[src/rtl/cvxif_latency_exec.sv]
// CV-X-IF coprocessor execution unit: per-class latency, single op in flight,
// in-order result FIFO drained by a valid/ready handshake.
module cvxif_latency_exec #(
  parameter int unsigned XLEN      = 32,
  parameter int unsigned ID_WIDTH  = 3,
  parameter int unsigned DEPTH     = 4,
  parameter int unsigned LAT_ADD   = 0,
  parameter int unsigned LAT_MULTI = 1,
  parameter int unsigned LAT_R3    = 1,
  parameter int unsigned LAT_XOR   = 2,
  parameter int unsigned LAT_OR    = 0,
  parameter int unsigned LAT_AND   = 0
) (
  input  logic                clk_i,
  input  logic                rst_i,
  input  logic                flush_i,
  input  logic                issue_valid_i,
  output logic                issue_ready_o,
  input  logic [3:0]          issue_opcode_i,
  input  logic [ID_WIDTH-1:0] issue_id_i,
  input  logic [4:0]          issue_rd_i,
  input  logic [XLEN-1:0]     issue_rs1_i,
  input  logic [XLEN-1:0]     issue_rs2_i,
  input  logic [XLEN-1:0]     issue_rs3_i,
  output logic                result_valid_o,
  input  logic                result_ready_i,
  output logic [ID_WIDTH-1:0] result_id_o,
  output logic [4:0]          result_rd_o,
  output logic [XLEN-1:0]     result_data_o,
  output logic                result_we_o,
  output logic                result_exc_o,
  output logic                busy_o
);

  localparam int unsigned PTR_W = (DEPTH > 1) ? $clog2(DEPTH) : 1;
  localparam int unsigned CNT_W = $clog2(DEPTH + 1);

  localparam logic [3:0] OP_NOP        = 4'd1;
  localparam logic [3:0] OP_ADD        = 4'd2;
  localparam logic [3:0] OP_DOUBLE_RS1 = 4'd3;
  localparam logic [3:0] OP_DOUBLE_RS2 = 4'd4;
  localparam logic [3:0] OP_ADD_MULTI  = 4'd5;
  localparam logic [3:0] OP_ADD_RS3_R4 = 4'd6;
  localparam logic [3:0] OP_ADD_RS3_R  = 4'd7;
  localparam logic [3:0] OP_XOR        = 4'd8;
  localparam logic [3:0] OP_OR         = 4'd9;
  localparam logic [3:0] OP_AND        = 4'd10;

  typedef enum logic {
    S_IDLE = 1'b0,
    S_EXEC = 1'b1
  } state_t;

  typedef struct packed {
    logic [ID_WIDTH-1:0] id;
    logic [4:0]          rd;
    logic [XLEN-1:0]     data;
    logic                we;
    logic                exc;
  } res_t;

  state_t           r_state;
  logic [3:0]       r_cnt;
  res_t             r_pend;
  res_t             r_mem [DEPTH];
  logic [PTR_W-1:0] r_wr_ptr;
  logic [PTR_W-1:0] r_rd_ptr;
  logic [CNT_W-1:0] r_count;

  res_t       w_res;
  res_t       w_push_res;
  logic [3:0] w_lat;
  logic       w_accept;
  logic       w_push;
  logic       w_pop;

  function automatic logic [PTR_W-1:0] next_ptr(input logic [PTR_W-1:0] p);
    return (p == PTR_W'(DEPTH - 1)) ? '0 : p + PTR_W'(1);
  endfunction

  // Result and latency are resolved at accept; the result is held until its push.
  always_comb begin
    w_res      = '0;
    w_res.id   = issue_id_i;
    w_res.rd   = issue_rd_i;
    w_res.we   = 1'b1;
    w_lat      = 4'd0;
    case (issue_opcode_i)
      OP_NOP:        w_res.we = 1'b0;
      OP_ADD:        begin w_res.data = issue_rs1_i + issue_rs2_i; w_lat = 4'(LAT_ADD); end
      OP_DOUBLE_RS1: begin w_res.data = issue_rs1_i + issue_rs1_i; w_lat = 4'(LAT_ADD); end
      OP_DOUBLE_RS2: begin w_res.data = issue_rs2_i + issue_rs2_i; w_lat = 4'(LAT_ADD); end
      OP_ADD_MULTI:  begin w_res.data = issue_rs1_i + issue_rs2_i; w_lat = 4'(LAT_MULTI); end
      OP_ADD_RS3_R4,
      OP_ADD_RS3_R:  begin
        w_res.data = issue_rs1_i + issue_rs2_i + issue_rs3_i;
        w_lat      = 4'(LAT_R3);
      end
      OP_XOR:        begin w_res.data = issue_rs1_i ^ issue_rs2_i; w_lat = 4'(LAT_XOR); end
      OP_OR:         begin w_res.data = issue_rs1_i | issue_rs2_i; w_lat = 4'(LAT_OR); end
      OP_AND:        begin w_res.data = issue_rs1_i & issue_rs2_i; w_lat = 4'(LAT_AND); end
      default:       begin w_res.we = 1'b0; w_res.exc = 1'b1; end
    endcase
  end

  // Space is judged on the pre-pop count, so a same-cycle pop never admits an accept.
  assign issue_ready_o  = (r_state == S_IDLE) && (r_count < CNT_W'(DEPTH)) && !flush_i;
  assign w_accept       = issue_valid_i && issue_ready_o;
  assign w_push         = ((r_state == S_IDLE) && w_accept && (w_lat == 4'd0)) ||
                          ((r_state == S_EXEC) && (r_cnt == 4'd0));
  assign w_push_res     = (r_state == S_EXEC) ? r_pend : w_res;
  assign result_valid_o = (r_count != '0);
  assign w_pop          = result_valid_o && result_ready_i;
  assign busy_o         = (r_state == S_EXEC) || result_valid_o;

  assign result_id_o    = r_mem[r_rd_ptr].id;
  assign result_rd_o    = r_mem[r_rd_ptr].rd;
  assign result_data_o  = r_mem[r_rd_ptr].data;
  assign result_we_o    = r_mem[r_rd_ptr].we;
  assign result_exc_o   = r_mem[r_rd_ptr].exc;

  always_ff @(posedge clk_i) begin
    if (rst_i) begin
      r_state  <= S_IDLE;
      r_cnt    <= 4'd0;
      r_pend   <= '0;
      r_wr_ptr <= '0;
      r_rd_ptr <= '0;
      r_count  <= '0;
      for (int unsigned i = 0; i < DEPTH; i++) begin
        r_mem[i] <= '0;
      end
    end else if (flush_i) begin
      r_state  <= S_IDLE;
      r_cnt    <= 4'd0;
      r_wr_ptr <= '0;
      r_rd_ptr <= '0;
      r_count  <= '0;
    end else begin
      case (r_state)
        S_IDLE: begin
          if (w_accept && (w_lat != 4'd0)) begin
            r_pend  <= w_res;
            r_cnt   <= w_lat - 4'd1;
            r_state <= S_EXEC;
          end
        end
        S_EXEC: begin
          if (r_cnt == 4'd0) begin
            r_state <= S_IDLE;
          end else begin
            r_cnt <= r_cnt - 4'd1;
          end
        end
        default: r_state <= S_IDLE;
      endcase

      if (w_push) begin
        r_mem[r_wr_ptr] <= w_push_res;
        r_wr_ptr        <= next_ptr(r_wr_ptr);
      end
      if (w_pop) begin
        r_rd_ptr <= next_ptr(r_rd_ptr);
      end

      case ({w_push, w_pop})
        2'b10:   r_count <= r_count + CNT_W'(1);
        2'b01:   r_count <= r_count - CNT_W'(1);
        default: r_count <= r_count;
      endcase
    end
  end

endmodule
[config.mk]
export PLATFORM = sky130hd
export DESIGN_NAME = cvxif_latency_exec
export DESIGN_NICKNAME = d
export VERILOG_FILES = /design/src/rtl/cvxif_latency_exec.sv
export SDC_FILE = /design/constraint.sdc
export NUM_CORES = 1
export LEC_CHECK = 0
export BUFFER_PORTS_ARGS = -buffer_cell sky130_fd_sc_hd__buf_4
export CORE_UTILIZATION = 25
export CTS_BUF_LIST = sky130_fd_sc_hd__clkbuf_8 sky130_fd_sc_hd__clkbuf_16
export CTS_CLUSTER_DIAMETER = 120
export DETAILED_ROUTE_END_ITERATION = 16
export GPL_ROUTABILITY_DRIVEN = 0
export GPL_TIMING_DRIVEN = 0
export PLACE_DENSITY = 0.37
export SLEW_MARGIN = 20
export SYNTH_ARGS = -nofsm -noshare
export SYNTH_HDL_FRONTEND = slang
export SYNTH_SLANG_ARGS = --single-unit
[constraint.sdc]
create_clock -name clk_i -period 6.7 [get_ports clk_i]
set_clock_uncertainty 0.15 [all_clocks]
set_input_delay 0.335 -clock clk_i [delete_from_list [all_inputs] [get_ports clk_i]]
set_output_delay 0.335 -clock clk_i [all_outputs]
set_load 0.02 [all_outputs]
==> flow_summary_export.csv, run 1 <==
group,metric,value,unit
run_status,status,"completed",
worst_setup_path,cp_max_fo,8,
yosys,synth_area,15960,sq um
routing,drc,0,
finish,seqCellArea,6166,sq um
floorplanning,rows,92,
yosys,syn_inst,1715,
finish,area_growth,20.55,%
routing,avgRoutedWirePerCell,22.68,um
hold_path,hp-class,"primary input to flop",
clocking,cts_resized,0,
routing,first_pass_iters,6,
timing,max_freq,175.0,MHz
worst_setup_path,required,6.79,ns
worst_setup_path,crit_type,"primary input to flop",
timing,max-slew-margin-rel,28.91,%
worst_setup_path,critPathMostFrequentCell,"a311oi_1",
grt,grt_overflow,0,
routing,viasPerCell,5.090,
finish,fillers,6805,
timing,hold_viol,0,
clocking,clock_latency,0.52,ns
timing,slew_viol_final,0,
yosys,yosysWarnings,0,
power_and_ir_drop,p_per_area,217.6,nW/um^2
grt,grt_pass1_wl,92.81,mm
worst_setup_path,cp-end-kind,"flop",
grt,antenna_found_initial,0,
grt,grt_max_degree,43,
yosys,yosys.area_share.simple,17.84,%
finish,multi_input_area,9002,sq um
floorplanning,ios,158,
yosys,synthArstFlopShare,0,%
yosys,syn_avg_cell_area,9.307,sq um
placement,dpl.hpwl,49.22,mm
clocking,htreeDepth,1,
clocking,cts_tree,"built",
worst_setup_path,path_cells,"buf_4 -> inv_1 -> ha_1 -> clkbuf_1 -> nand4_1 -> or3_1 -> a311oi_1 -> o21ai_0 -> a21o_1 -> and2_1 -> ha_1 -> clkbuf_1 -> a21oi_1 -> o21ai_0 -> or3_1 -> a311oi_1 -> a311oi_1 -> a2111oi_2 -> a21oi_1",
timing,setup_viol,0,
clocking,cts_buffer_depth,3,
yosys,synth_cell_type_count,88,
finish,final_nets,2128,
clocking,cts_inserted_buffers,24,
yosys,synth_mux_area_share,7.008,%
timing,fin_setup_tns,0,ns
floorplanning,initial_core_util,25.30,%
yosys,synth_nets,1932,
clocking,clk_pin_slew,0.06,ns
power_and_ir_drop,p_leak,7.340,nW
placement,io_buffers,156,
yosys,yosys.area_share.adder,8.293,%
yosys,synth_ff_type,"edfxtp_1",
grt,grt_use_total,19.33,%
clocking,cts_setup_buffers,0,
worst_setup_path,cp-start-kind,"primary input",
floorplanning,core,63080,sq um
floorplanning,die_h,254.7,um
floorplanning,dieArea,64860,sq um
yosys,seq_area_frac_synth,38.63,%
finish,diodes,0,
grt,grt_pass1_vias,14310,
timing,fin_crit_sh,85.28,%
timing,rsz0062_at_grt,"false",
routing,wl,62.93,mm
worst_setup_path,slowest_delay,0.68,ns
routing,initialDrtViolationCount,1133,
timing,worst_slew_pin_slew,1.066,ns
worst_setup_path,crit_slowest_cell,"a2111oi_2",
job,drv_cap,0,
routing,num_vias,14120,
power_and_ir_drop,total_power,4.188,mW
yosys,synth_top_family_by_area,"compound AO/OA/AOI/OAI gates",
routing,ant_nets,0,
yosys,synth-compound-area-share,21.01,%
yosys,synth-xor-area-share,1.968,%
clocking,cts_root_buf,"clkbuf_16",
floorplanning,die_width,254.7,um
finish,layout-drive-gt1-share,15.19,%
yosys,synth_edf_count,168,
clocking,cts_sinks,224,
power_and_ir_drop,ir_worst_vdd,152.3,uV
yosys,ys_seq_elements,224,
worst_setup_path,cp.arrival,5.81,ns
timing,fin_crit,5.713,ns
cell usage in the layout, fill, tap and decap left out, types with 19 or more instances in the layout:
cell,synthesis,final
ha_1,101,101
a21o_1,32,32
nor2_1,224,224
a21oi_1,114,114
nand3_1,25,25
clkbuf_1,89,89
o21ai_0,58,58
nand2b_1,25,23
nor4_1,19,19
clkbuf_16,0,25
a211oi_1,38,38
inv_1,103,107
nand2_1,134,134
o211ai_1,33,33
nor3_1,79,76
edfxtp_1,168,168
mux4_2,42,42
dfxtp_1,56,56
a222oi_1,22,22
xnor2_1,23,23
buf_4,0,156
report_power, final:
part	total [mW]	switching, mW	internal (mW)
sequential	1.55	0.0143	1.54
combinational	1.24	0.800	0.441
clock	1.40	0.560	0.835
total	4.19	1.37	2.81
cells in the mapped netlist, types with 38 or more instances:
cell type  count  share of area, %
clkbuf_1      89               2.1
o21ai_0       58               1.8
dfxtp_1       56               7.0
a21oi_1      114               3.6
mux4_2        42               5.9
nand2_1      134               3.2
inv_1        103               2.4
nor2_1       224               5.3
a211oi_1      38               1.8
edfxtp_1     168                32
ha_1         101               7.9
nor3_1        79               2.5
cells by family after synthesis:
| logic type | after synthesis |
|---|---|
| DFF | 224 |
| muxes | 59 |
| xor gates and xnor gates | 35 |
| and+or+nand+nor | 608 |
| AOI/OAI and AO/OA | 466 |
| buffers and inverters | 219 |
| adders and majority gates | 104 |
layer usage:
metal  vias to the layer above  global-route usage (%)  part of all wire [%]
met2                       354                   32.66                    47
met1                      6872                   26.65                    47
met3                        71                   1.194                   3.6
met4                         0                   5.081                   2.3
met5                         -                       0                     0
li1                       6827                       -                     -
stage by stage:
step / utilization, % / hold slack [ns] / instance area [sq um] / setup slack (ns) / std cells
floorplan: - / 0.2748 / 15960 / 1.842 / 1715
global placement: 28.84 / 0.2921 / 18190 / 0.4595 / 2717
detailed placement: 29.01 / 0.2966 / 18300 / 0.4911 / 2720
CTS: 30.50 / 0.01251 / 19240 / 1.041 / 2775
global route: 30.50 / 0.06264 / 19240 / 0.7419 / 2775
finish: 30.50 / 0.03339 / 19240 / 0.9866 / 2775
final timing paths:
path              startpoint  slack [ns]  cells past startpoint           end
min           result_ready_i        0.03                      4   r_rd_ptr[1]
max          issue_rs1_i[14]        0.99                     19  r_mem[2][33]
max reg2reg          r_state        2.68                      6   r_mem[1][4]
min reg2reg       r_pend[35]        0.30                      2    r_pend[35]
critical path: cells and delay by family:
kind | cells | cell delay, ns
adder cells (fa/ha/maj) | 2 | 0.54
AND/OR/NAND/NOR | 4 | 1.32
AO/OA/AOI/OAI | 9 | 2.88
buffers and inverters | 4 | 0.72
state kept, by name, indices dropped and copies added (netlist names), named ones only:
signal	count
r_cnt	4
r_wr_ptr	2
r_count	3
r_pend	42
r_rd_ptr	2
r_mem	168
r_state	1
layout make-up:
type                            instances  area share [%]
Inverter                              103           2.009
Sequential cell                       224           32.04
Multi-Input combinational cell       1272           46.78
Clock buffer                           29           3.537
Clock inverter                         15          0.7673
Buffer                                116           2.347
Tap cell                              846           5.501
Timing Repair Buffer                  170           7.010
what timing repair did:
action	in CTS	in global routing
hold buffers	11	0
endpoints found under the setup margin	0	0
hold endpoints to repair	10	0
(Power assumes the default switching activity.)
==> run 2, diff against run 1 <==
--- a/config.mk
+++ b/config.mk
@@ -12,7 +12,7 @@
 export DETAILED_ROUTE_END_ITERATION = 16
 export GPL_ROUTABILITY_DRIVEN = 0
 export GPL_TIMING_DRIVEN = 0
-export PLACE_DENSITY = 0.37
+export PLACE_DENSITY_LB_ADDON = 0.2
 export SLEW_MARGIN = 20
 export SYNTH_ARGS = -nofsm -noshare
 export SYNTH_HDL_FRONTEND = slang
==> run 2 against run 1 <==
Maximum frequency decreased by 0.50%. Sequential power is essentially flat. Setup slack lost 0.029 ns. First-iteration DRC count grew 17%. Clock power shrank 12%. Routed wire length fell by 5.0%. Hold slack got worse by 0.019 ns. Cell count is 0.25% lower. Non-clock buffer count down 4. Combinational power about the same. Design area fell by 0.96%.
==> flow_summary_export.csv, run 2 (synthesis gave the netlist of run 1 again) <==
group,metric,value,unit
run_status,status,"completed",
finish,final_common_cell,"nor2_1",
finish,final-instance-count-excl-fill,2768,
clocking,postCtsHoldBufs,9,
power_and_ir_drop,p_leak,7.262,nW
worst_setup_path,cp-start-kind,"primary input",
clocking,cts_resized,0,
finish,final_nets,2123,
routing,initialDrtViolationCount,1321,
finish,top_register,"r_mem",
worst_setup_path,crit_type,"primary input to flop",
clocking,cts_root_buf,"clkbuf_16",
clocking,htreeDepth,1,
hold_path,min_path_cells,3,
floorplanning,ios,158,
clocking,cts_inserted_buffers,23,
placement,place_area,18250,sq um
routing,wl,59.76,mm
finish,final_cell_mix,"nor2_1, edfxtp_1, buf_4, nand2_1, a21oi_1",
finish,multi_input_area,8992,sq um
finish,seqCellArea,6166,sq um
worst_setup_path,rrSetupSlack,2.62,ns
hold_path,hp-start,"flush_i",
finish,diodes,0,
placement,dpl.cell_count,2718,
timing,holdWs,0.01442,ns
floorplanning,die_h,254.7,um
timing,setup_viol,0,
floorplanning,core,63080,sq um
floorplanning,die_width,254.7,um
timing,fin_crit_sh,85.70,%
timing,max_freq,174.2,MHz
finish,area_growth,19.39,%
worst_setup_path,cp-end-kind,"flop",
worst_setup_path,rr_startpoint,"r_state",
hold_path,hp-class,"primary input to flop",
timing,rsz0062_at_grt,"false",
clocking,cts_buffer_depth,3,
worst_setup_path,cp.arrival,5.81,ns
job,drv_cap,0,
routing,ant_nets,0,
routing,drc,0,
worst_setup_path,slowest_delay,0.76,ns
grt,grt_pass1_vias,14060,
worst_setup_path,crit_slowest_cell,"a2111oi_2",
clocking,cts_setup_buffers,0,
timing,fin_setup_tns,0,ns
grt,grt_pass1_wl,89.09,mm
routing,num_vias,14280,
floorplanning,initial_core_util,25.30,%
clocking,clk_pin_slew,0.06,ns
routing,viasPerCell,5.160,
worst_setup_path,path_cells,"buf_4 -> ha_1 -> fa_1 -> a21o_1 -> a2111o_1 -> nand2_1 -> and3_1 -> o21ai_0 -> xor2_1 -> ha_1 -> clkbuf_1 -> a211oi_1 -> o21bai_1 -> or3_1 -> a311oi_1 -> a311oi_1 -> a2111oi_2 -> a211oi_1",
clocking,clock_latency,0.51,ns
placement,dpl.hpwl,46.45,mm
timing,setup_ws,0.9580,ns
power_and_ir_drop,total_power,4.007,mW
floorplanning,dieArea,64860,sq um
power_and_ir_drop,ir_worst_vdd,155.0,uV
power_and_ir_drop,p_per_area,210.3,nW/um^2
timing,hold_viol,0,
grt,grt_use_total,18.22,%
placement,io_buffers,156,
placement,pre_cts_ws,0.5227,ns
worst_setup_path,cp_max_fo,10,
worst_setup_path,r2r-end,"r_mem[1][34]",
clocking,cts_sinks,224,
timing,slew_viol_final,0,
grt,grt_max_degree,43,
routing,first_pass_iters,6,
finish,fillers,6810,
finish,reg_top3,"r_mem: 168 flops, r_pend: 42 flops, r_cnt: 4 flops",
worst_setup_path,reg2reg_depth,6,
finish,finalInstanceArea,19060,sq um
grt,grt_overflow,0,
clocking,cts_tree,"built",
finish,layout-drive-gt1-share,14.52,%
grt,antenna_found_initial,0,
routing,avgRoutedWirePerCell,21.59,um
timing,fin_crit,5.742,ns
finish,largest_reg_flops,168,
hold_path,hold_path_end,"r_state",
worst_setup_path,required,6.76,ns
timing,worst_slew_pin_slew,1.232,ns
timing,max-slew-margin-rel,17.22,%
floorplanning,rows,92,
finish,fin_util,30.21,%
-- run 2: power breakdown --
group,switching [mW],internal [mW]
clock,0.523,0.709
sequential,0.0139,1.54
combinational,0.786,0.438
total,1.32,2.68
-- run 2: worst max-delay path, delay by kind of cell --
family,cells,cell delay (ns)
compound gates,9,2.70
fa+ha+maj,3,0.97
simple gates,3,0.95
xor+xnor,1,0.45
buf+inv,2,0.41
-- run 2: worst max path at each step --
stage / from / end
after detailed placement: issue_rs1_i[0] / r_mem[1][33]
after global routing: issue_rs1_i[0] / r_mem[0][33]
after global placement: issue_rs1_i[0] / r_mem[0][33]
after floorplan: issue_rs1_i[0] / r_mem[0][33]
final: issue_rs1_i[0] / r_mem[1][33]
after CTS: issue_rs1_i[0] / r_mem[1][33]
-- run 2: metal layers --
layer	GRT usage (%)	up-vias	part of all wire, %
li1	-	6807	-
met1	25.59	6936	46
met2	30.65	492	47
met3	1.357	48	5.1
met4	3.422	0	1.6
met5	0	-	0
-- run 2: cell type report --
class                   instances  share of cell area (%)
plain buffers                 116                   2.370
clock buffers                  24                   3.092
clock inverters                17                  0.6500
inverters                     103                   2.029
multi-input cells            1272                   47.19
flip-flops and latches        224                   32.36
well taps                     846                   5.554
repair buffers                166                   6.763
==> run 3, diff against run 2 <==
--- a/config.mk
+++ b/config.mk
@@ -11,7 +11,6 @@
 export CTS_CLUSTER_DIAMETER = 120
 export DETAILED_ROUTE_END_ITERATION = 16
 export GPL_ROUTABILITY_DRIVEN = 0
-export GPL_TIMING_DRIVEN = 0
 export PLACE_DENSITY_LB_ADDON = 0.2
 export SLEW_MARGIN = 20
 export SYNTH_ARGS = -nofsm -noshare
==> run 3 against run 2 <==
Sequential share of layout area is 0.44 points higher. Critical path type unchanged. Via count is 2.7% lower. Global-route usage is 1.3 points lower. Clock power hardly changed. Setup slack better by 0.49 ns. Critical endpoint is now r_mem[0][30].
==> flow_summary_export.csv, run 3 (synthesis gave the netlist of run 1 again) <==
group,metric,value,unit
timing,worst_slew_pin_slew,1.072,ns
floorplanning,rows,92,
clocking,cts_resized,0,
floorplanning,dieArea,64860,sq um
routing,viasPerCell,5.186,
finish,final_common_cell,"nor2_1",
finish,top_register,"r_mem",
worst_setup_path,required,6.90,ns
grt,grt_use_total,16.96,%
power_and_ir_drop,ir_worst_vdd,185.9,uV
timing,max_freq,190.5,MHz
finish,largest_reg_flops,168,
hold_path,hp-start,"result_ready_i",
placement,dpl.cell_count,2627,
clocking,cts_buffer_depth,3,
finish,fillers,6806,
floorplanning,core,63080,sq um
grt,grt_pass1_vias,13540,
worst_setup_path,reg2reg_depth,7,
finish,final_cell_mix,"nor2_1, buf_4, edfxtp_1, nand2_1, a21oi_1",
grt,grt_overflow,0,
clocking,clock_latency,0.53,ns
hold_path,hp-class,"primary input to flop",
clocking,postCtsHoldBufs,9,
power_and_ir_drop,switchingPower,1.308,mW
worst_setup_path,critPathMostFrequentCell,"ha_1",
power_and_ir_drop,p_int,2.682,mW
timing,rsz0062_at_grt,"false",
worst_setup_path,cp.arrival,5.45,ns
clocking,cts_tree,"built",
power_and_ir_drop,p_clk_share,31.3,%
routing,avgRoutedWirePerCell,20.79,um
placement,io_buffers,157,
power_and_ir_drop,switching_share,32.79,%
timing,fin_crit,5.250,ns
worst_setup_path,path_cells,"buf_4 -> ha_1 -> fa_1 -> a21o_1 -> a2111o_1 -> nand2_1 -> a211oi_2 -> o31ai_1 -> xor2_1 -> inv_1 -> ha_1 -> nand3_1 -> o221ai_1 -> a21oi_1 -> o211a_1 -> o21a_1 -> nor4_1 -> nor3_1 -> a211oi_1",
grt,grt_pass1_wl,84.15,mm
worst_setup_path,rr_startpoint,"r_count[2]",
worst_setup_path,startpoint,"issue_rs1_i[0]",
routing,ant_nets,0,
routing,wl,55.71,mm
worst_setup_path,rrSetupSlack,2.79,ns
worst_setup_path,cp-end-kind,"flop",
power_and_ir_drop,combPwrFrac,29.8,%
worst_setup_path,r2r-end,"r_mem[0][25]",
floorplanning,die_h,254.7,um
clocking,clk_pin_slew,0.06,ns
clocking,cts_sinks,224,
routing,drc,0,
placement,dpl.hpwl,40.73,mm
worst_setup_path,crit_family,"compound AO/OA/AOI/OAI gates",
timing,fin_setup_tns,0,ns
run_status,status,"completed",
timing,fin_crit_sh,78.36,%
finish,final-instance-count-excl-fill,2680,
job,drv_cap,0,
finish,final_nets,2033,
clocking,cts_setup_buffers,0,
routing,initialDrtViolationCount,976,
floorplanning,ios,158,
finish,diodes,0,
routing,first_pass_iters,7,
worst_setup_path,cp-start-kind,"primary input",
power_and_ir_drop,p_leak,7.219,nW
timing,max-slew-margin-rel,28.38,%
timing,hold_viol,0,
clocking,cts_root_buf,"clkbuf_16",
floorplanning,die_width,254.7,um
power_and_ir_drop,p_per_area,212.1,nW/um^2
finish,layout-drive-gt1-share,16.52,%
worst_setup_path,crit_slowest_cell,"nor4_1",
finish,area_growth,17.87,%
clocking,cts_inserted_buffers,24,
floorplanning,initial_core_util,25.30,%
clocking,htreeDepth,1,
worst_setup_path,cp_num_cells,19,
hold_path,min_path_cells,4,
grt,antenna_found_initial,0,
worst_setup_path,crit_type,"primary input to flop",
routing,num_vias,13900,
timing,setup_viol,0,
worst_setup_path,slowest_delay,0.49,ns
worst_setup_path,cp_max_fo,8,
power_and_ir_drop,pwr-share-seq,38.9,%
grt,grt_max_degree,55,
finish,reg_top3,"r_mem: 168 flops, r_pend: 42 flops, r_cnt: 4 flops",
timing,slew_viol_final,0,
worst_setup_path,crit_buf_inv,2,
run 3: worst reg2reg max path, cell delays in order, from the launching register on:
cell      delay (ns)
dfxtp_1         0.32
nor3_1          0.42
nand2_1         0.19
o21ai_1         0.33
nand2_1         0.64
or3_1           0.66
nand2b_2        0.22
buf_4           0.58
run 3: power by group through the flow:
stage	sequential [mW]	clock (mW)	combinational, mW
2_1_floorplan	1.58	0	0.795
3_3_place_gp	1.58	0	1.17
3_5_place_dp	1.58	0	1.17
4_1_cts	1.55	1.29	1.19
5_1_grt	1.56	1.33	1.30
6_report	1.55	1.25	1.19
run 3: layout make-up:
cell class | count | area, sq um | share of cell area, %
multi-input cells | 1272 | 9004 | 47.86
flip-flops and latches | 224 | 6170 | 32.79
repair buffers | 191 | 1456 | 7.741
well taps | 846 | 1059 | 5.626
clock buffers | 28 | 666.9 | 3.545
inverters | 103 | 386.6 | 2.055
clock inverters | 16 | 72.57 | 0.3857
run 3: how the worst max path moves through the flow:
stage / slack (ns) / end
after global routing: 1.11 / r_mem[1][27]
final: 1.45 / r_mem[0][30]
after detailed placement: 0.94 / r_mem[1][33]
after CTS: 1.50 / r_mem[1][33]
after floorplan: 1.84 / r_mem[0][33]
after global placement: 1.06 / r_mem[1][33]
run 3: metrics by stage:
stage	hold WS (ns)	setup WS [ns]	instance area [sq um]	total power, mW	utilization, %
6_report	0.02550	1.450	18810	3.990	29.83
3_5_place_dp	0.2901	0.9421	17980	2.756	28.51
2_1_floorplan	0.2748	1.842	15960	2.373	-
4_1_cts	0.01083	1.496	18810	4.025	29.83
3_3_place_gp	0.2906	1.059	17980	2.750	28.51
5_1_grt	0.04022	1.107	18810	4.194	29.83
run 3: layer usage:
metal	GRT usage [%]	wire length (um)	vias to the layer above
met5	0	0	-
met4	3.336	867	0
met3	1.439	2673	52
met2	28.14	25900	409
met1	23.97	26270	6802
li1	-	-	6635
